<file path="config.mk">
export PLATFORM = sky130hd
export DESIGN_NAME = z80_mem_bridge
export DESIGN_NICKNAME = d
export VERILOG_FILES = /design/src/rtl/z80_bus_pkg.sv /design/src/rtl/z80_bus_timeout.sv /design/src/rtl/z80_mem_bridge.sv
export SDC_FILE = /design/constraint.sdc
export NUM_CORES = 1
export LEC_CHECK = 0
export BUFFER_PORTS_ARGS = -buffer_cell sky130_fd_sc_hd__buf_2
export CORE_MARGIN = 2
export CORE_UTILIZATION = 49
export CTS_CLUSTER_SIZE = 28
export DETAILED_ROUTE_END_ITERATION = 6
export GPL_TIMING_DRIVEN = 1
export PLACE_DENSITY = 0.8
export SLEW_MARGIN = 30
export SYNTH_ARGS = -nofsm -noshare
export SYNTH_HDL_FRONTEND = slang
export SYNTH_SLANG_ARGS = --single-unit
</file>
<file path="constraint.sdc">
create_clock -name wb_clk_i -period 2.3 [get_ports wb_clk_i]
set_input_delay 0.23 -clock wb_clk_i [delete_from_list [all_inputs] [get_ports wb_clk_i]]
set_output_delay 0.23 -clock wb_clk_i [all_outputs]
set_load 0.05 [all_outputs]
</file>
<file path="src/rtl/z80_bus_pkg.sv">
// rtl/z80_bus_pkg.sv - shared Z80 bus tag codes, bridge FSM encoding and SRAM decode helper
package z80_bus_pkg;

  localparam logic [1:0] TGA_MEM = 2'b00;
  localparam logic [1:0] TGA_IO  = 2'b01;
  localparam logic [1:0] TGA_RSV = 2'b10;
  localparam logic [1:0] TGA_INT = 2'b11;

  localparam int CNT_W = 16;

  typedef enum logic [1:0] {
    ST_IDLE = 2'd0,
    ST_SRD  = 2'd1,
    ST_EXT  = 2'd2,
    ST_ACK  = 2'd3
  } bus_state_e;

  // 17-bit compare so that aw == 16 maps the whole 64K memory space to SRAM.
  function automatic logic in_sram_window(input logic [15:0] adr, input int aw);
    logic [16:0] limit;
    limit = 17'd1 << aw;
    return ({1'b0, adr} < limit);
  endfunction

endpackage

</file>
<file path="src/rtl/z80_bus_timeout.sv">
// rtl/z80_bus_timeout.sv - loadable down-counter that parks at zero and flags expiry
module z80_bus_timeout #(
  parameter int W = 16
) (
  input  logic         clk,
  input  logic         rst,
  input  logic         load,
  input  logic [W-1:0] load_val,
  output logic         expired
);

  logic [W-1:0] cnt_q, cnt_d;

  always_comb begin
    cnt_d = cnt_q;
    if (load) begin
      cnt_d = load_val;
    end else if (cnt_q != '0) begin
      cnt_d = cnt_q - W'(1);
    end
  end

  always_ff @(posedge clk) begin
    if (rst) begin
      cnt_q <= '0;
    end else begin
      cnt_q <= cnt_d;
    end
  end

  assign expired = (cnt_q == '0);

endmodule

</file>
<file path="src/rtl/z80_mem_bridge.sv">
// rtl/z80_mem_bridge.sv - Z80 core bus bridge: on-chip SRAM decode with read latency,
// external Wishbone cycles with timeout error ack and saturating error count
module z80_mem_bridge
  import z80_bus_pkg::*;
#(
  parameter int SPRAM_AW     = 15,
  parameter int SPRAM_RD_LAT = 1,
  parameter int EXT_TIMEOUT  = 255
) (
  input  logic                wb_clk_i,
  input  logic                wb_rst_i,
  input  logic [15:0]         wb_adr_i,
  input  logic                wb_we_i,
  input  logic                wb_cyc_i,
  input  logic                wb_stb_i,
  input  logic [1:0]          wb_tga_i,
  output logic [7:0]          cfg_dat_o,
  output logic                cfg_ack_o,
  output logic                cfg_err_o,
  output logic                spram_ce_o,
  output logic                spram_we_o,
  output logic [SPRAM_AW-1:0] spram_adr_o,
  input  logic [7:0]          spram_dat_i,
  output logic                ext_cyc_o,
  output logic                ext_stb_o,
  input  logic                ext_ack_i,
  input  logic [7:0]          ext_dat_i,
  output logic [7:0]          err_cnt_o
);

  localparam logic [CNT_W-1:0] LAT_LOAD = CNT_W'(SPRAM_RD_LAT - 1);
  localparam logic [CNT_W-1:0] TMO_LOAD = CNT_W'(EXT_TIMEOUT - 1);
  localparam bit               TMO_ON   = (EXT_TIMEOUT != 0);

  bus_state_e       state_q, state_d;
  logic [7:0]       dat_q, dat_d, err_cnt_q, err_cnt_d;
  logic             ack_q, ack_d, err_q, err_d, ext_q, ext_d;
  logic             req, sram_hit, cnt_load, cnt_expired;
  logic [CNT_W-1:0] cnt_load_val;

  assign req      = wb_cyc_i & wb_stb_i;
  assign sram_hit = req & (wb_tga_i == TGA_MEM) & in_sram_window(wb_adr_i, SPRAM_AW);

  z80_bus_timeout #(.W(CNT_W)) u_timeout (
    .clk      (wb_clk_i),
    .rst      (wb_rst_i),
    .load     (cnt_load),
    .load_val (cnt_load_val),
    .expired  (cnt_expired)
  );

  always_comb begin
    state_d      = state_q;
    dat_d        = dat_q;
    err_cnt_d    = err_cnt_q;
    ack_d        = 1'b0;
    err_d        = 1'b0;
    ext_d        = 1'b0;
    cnt_load     = 1'b0;
    cnt_load_val = '0;
    spram_ce_o   = 1'b0;
    spram_we_o   = 1'b0;
    unique case (state_q)
      ST_IDLE: begin
        if (sram_hit) begin
          spram_ce_o = ~wb_rst_i;
          if (wb_we_i) begin
            spram_we_o = ~wb_rst_i;
            ack_d      = 1'b1;
            state_d    = ST_ACK;
          end else begin
            cnt_load     = 1'b1;
            cnt_load_val = LAT_LOAD;
            state_d      = ST_SRD;
          end
        end else if (req) begin
          ext_d        = 1'b1;
          cnt_load     = 1'b1;
          cnt_load_val = TMO_LOAD;
          state_d      = ST_EXT;
        end
      end
      ST_SRD: begin
        if (!wb_cyc_i) begin
          state_d = ST_IDLE;
        end else if (cnt_expired) begin
          dat_d   = spram_dat_i;
          ack_d   = 1'b1;
          state_d = ST_ACK;
        end
      end
      ST_EXT: begin
        // An ack arriving on the expiry cycle still completes normally.
        if (!wb_cyc_i) begin
          state_d = ST_IDLE;
        end else if (ext_ack_i) begin
          if (!wb_we_i) dat_d = ext_dat_i;
          ack_d   = 1'b1;
          state_d = ST_ACK;
        end else if (TMO_ON && cnt_expired) begin
          if (!wb_we_i) dat_d = 8'hFF;
          ack_d     = 1'b1;
          err_d     = 1'b1;
          err_cnt_d = (err_cnt_q == 8'hFF) ? err_cnt_q : err_cnt_q + 8'd1;
          state_d   = ST_ACK;
        end else begin
          ext_d = 1'b1;
        end
      end
      ST_ACK: begin
        state_d = ST_IDLE;
      end
      default: state_d = ST_IDLE;
    endcase
  end

  always_ff @(posedge wb_clk_i) begin
    if (wb_rst_i) begin
      state_q   <= ST_IDLE;
      dat_q     <= '0;
      err_cnt_q <= '0;
      ack_q     <= 1'b0;
      err_q     <= 1'b0;
      ext_q     <= 1'b0;
    end else begin
      state_q   <= state_d;
      dat_q     <= dat_d;
      err_cnt_q <= err_cnt_d;
      ack_q     <= ack_d;
      err_q     <= err_d;
      ext_q     <= ext_d;
    end
  end

  assign spram_adr_o = wb_adr_i[SPRAM_AW-1:0];
  assign cfg_dat_o   = dat_q;
  assign cfg_ack_o   = ack_q;
  assign cfg_err_o   = err_q;
  assign ext_cyc_o   = ext_q;
  assign ext_stb_o   = ext_q;
  assign err_cnt_o   = err_cnt_q;

endmodule
</file>
==> results.txt <==
Hold Crit Class -> in -> reg
count of yosys warnings during synthesis -> 0
asr flop ratio synth -> 0%
Multi-input gate area -> 1140 µm²
RSZ-0062 raised after global routing -> false
hold-fix buffers at CTS -> 0
Boundary Pins -> 77
Routed Antenna Nets -> 0
final worst slack -> 0.170 ns
die width -> 68.9 µm
core area -> 4030 µm²
Setup TNS -> 0 ns
Least-Margin Pin Slew -> 0.524 ns
Peak VDD IR -> 0.488 mV
largest net degree at the start of global routing -> 29
combinational family with the most area after synthesis -> simple AND/OR/NAND/NOR gates
post-synthesis compound-gate area fraction -> 11.0%
Yosys top cell by area -> dfxtp_1
met3 Usage GRT -> 4.71%
Synth Area in Simple Gates -> 30.7%
CP arrival -> 1.90 ns
reg2reg start -> state_q[0]
Total Power -> 2.43 mW
Final min period -> 2.13 ns
Netlist cell types -> 43
number of global-route vias before repair -> 1522
CTS tree -> yes
initial antenna violation count -> 0
vias post-DR -> 1788
Post-Place Setup Slack -> 0.201 ns
I/O Buffers -> 46
CP Max Fanout -> 7
met1 usage -> 23.8%
met2 usage -> 30.4%
Setup crit end kind -> output pin
TritonCTS Buffers -> 5
predominant post-synthesis flop cell -> dfxtp_1
DRT Pass-1 Iters -> 4
post-synth top area share -> 35.9%
final non-filler cell total -> 333
H-tree depth -> 2
mux share of post-synthesis cell area -> 2.00%
Fmax -> 0.470 GHz
Root Driver -> clkbuf_8
EDFF count, synth -> 0
GRT Max-Usage Layer -> met2
Final setup viols -> 0
total area of sequential cells -> 741 µm²
hold_ws -> 0.268 ns
Leakage -> 0.964 nW
WL per Instance -> 12.7 µm
clk sinks -> 37
Tcrit/Tclk final -> 92.6%
clk buf depth -> 2
final wirelength -> 4230 µm
Synth Area in Adders -> 4.24%
Max Slew Vio Count -> 0
Worst Skew -> 0.00759 ns
clock-pin slew on the worst setup and hold paths -> 0.07 ns
fraction of the yosys area taken by sequential cells -> 35.9%
fill count -> 388
Worst setup SP type -> flop
#FFs+latches synth -> 37
antenna cells -> 0
Via-to-Cell Ratio -> 5.37
Fin. Hold Viols -> 0
hold_sp -> wb_we_i
mapped cell area -> 2060 µm²
Post-layout nets -> 329
initial core utilization -> 51.2%
num rows -> 23
Final HPWL DP -> 3120 µm
Post-DP Area -> 2240 µm²
max_slew headroom -> 65.1%
syn_area_per_cell -> 8.32 µm²
Finished Cell Area -> 2320 µm²
Mapped Nets -> 295
Tot GR Track Use -> 18.6%
Critical Path Source -> state_q[0]
Cells after Synth -> 248
Layout Utilization -> 57.7%
Die Y -> 68.9 µm
initial drt markers -> 69
fraction of layout cells with a size suffix above 1 -> 26.5%
Residual DRC -> 0
Synth area leaders -> dfxtp_1, xnor2_1, buf_4
Post-Place Cells -> 325
CP required -> 2.07 ns
first-pass GRT wire length -> 6620 µm
GRT Residual Overflow -> 0
XOR/XNOR Fraction of Synth Area -> 7.21%
PD cells -> 1040 nW/µm²
Syn-to-layout area delta -> 12.6%
Setup Buffers After CTS -> 0
RD Place Congestion -> 0.788
die footprint -> 4750 µm²
critical path class -> reg -> out
Max Cap Violations -> 0
outcome -> finished clean
Clock Latency Late Sink -> 0.29 ns
==> path summary, 6_finish.rpt <==
kind / endpoint / slack [ns] / cells after the start
max: spram_we_o / 0.17 / 7
min: cfg_ack_o / 0.27 / 3
max reg2reg: err_cnt_o[5] / 0.24 / 7
min reg2reg: cfg_dat_o[5] / 0.45 / 2
==> kinds of logic after synthesis <==
logic type,count (synthesis)
XOR/XNOR,17
AO/OA/AOI/OAI,39
multiplexers,4
flip-flops,37
AND/OR/NAND/NOR,113
buffers and inverters,31
adder cells (fa/ha/maj),7
==> synth_stat cells, types with 6 or more instances <==
| library cell | instances |
|---|---|
| nand3_1 | 13 |
| o22ai_1 | 7 |
| buf_4 | 16 |
| nor3_1 | 6 |
| dfxtp_1 | 37 |
| xnor2_1 | 14 |
| o21ai_0 | 11 |
| nor4_1 | 8 |
| ha_1 | 7 |
| or2_2 | 8 |
| a21oi_1 | 14 |
| inv_1 | 7 |
| nor2_1 | 32 |
| nand2_1 | 17 |
| clkbuf_1 | 6 |
==> timing repair <==
| action | in CTS | in global routing |
|---|---|---|
| endpoints found under the hold margin | 0 | 0 |
| setup endpoints to repair | 0 | 3 |
| resized for setup | 0 | 2 |
==> registers in the layout (all words and copies together), names as in the netlist <==
name,flops
cfg_ack_o,1
ext_cyc_o,1
err_cnt_o,8
state_q,2
cfg_err_o,1
u_timeout.cnt_q,16
cfg_dat_o,8
==> routing by layer <==
layer | vias up | share of wire, %
met5 | - | 0
met4 | 0 | 1.3
met3 | 7 | 4.9
met2 | 39 | 50
met1 | 829 | 44
li1 | 913 | -
==> power by group <==
| part | internal, mW | switching (mW) |
|---|---|---|
| Sequential | 0.757 | 0.126 |
| Clock | 0.210 | 0.224 |
| Combinational | 0.472 | 0.638 |
| Total | 1.44 | 0.988 |
==> placed cells by master (no fill, tap or decap), types with 2 or more instances in the layout <==
cell type  synthesis  routed
o21ai_0           11      11
nand2_1           17      17
dfxtp_1           37      37
or2_0              2       2
or3_1              2       2
inv_1              7       7
nor3b_1            2       2
nand3_1           13      13
buf_4             16       5
nor2b_1            3       3
buf_2              0      46
nor2_1            32      31
clkbuf_8           0       5
o22ai_1            7       7
a211oi_1           2       2
clkinv_2           0       2
nor3_1             6       6
nand2b_1           2       2
nand3b_1           3       3
or2_2              8       8
nor4_1             8       8
ha_1               7       6
xnor2_1           14      14
and3_1             2       2
nand4_1            3       3
xor2_1             3       3
mux2i_1            3       3
nor4_4             2       2
a21oi_1           14      14
==> worst max-delay path, stage by stage (launching register included) <==
cell	delay, ns
dfxtp_1	0.33
inv_1	0.12
ha_2	0.26
nand3_1	0.14
nand2b_1	0.22
nor2_2	0.14
and2_1	0.14
buf_2	0.25
==> area by class of cell <==
type | instances | share of cell area, %
Clock buffer | 6 | 3.12
Multi-Input combinational cell | 180 | 49.2
Timing Repair Buffer | 51 | 11.5
Inverter | 7 | 1.13
Tap cell | 50 | 2.69
Clock inverter | 2 | 0.431
Sequential cell | 37 | 31.9
No activity file was read; power rests on OpenSTA's default activity.
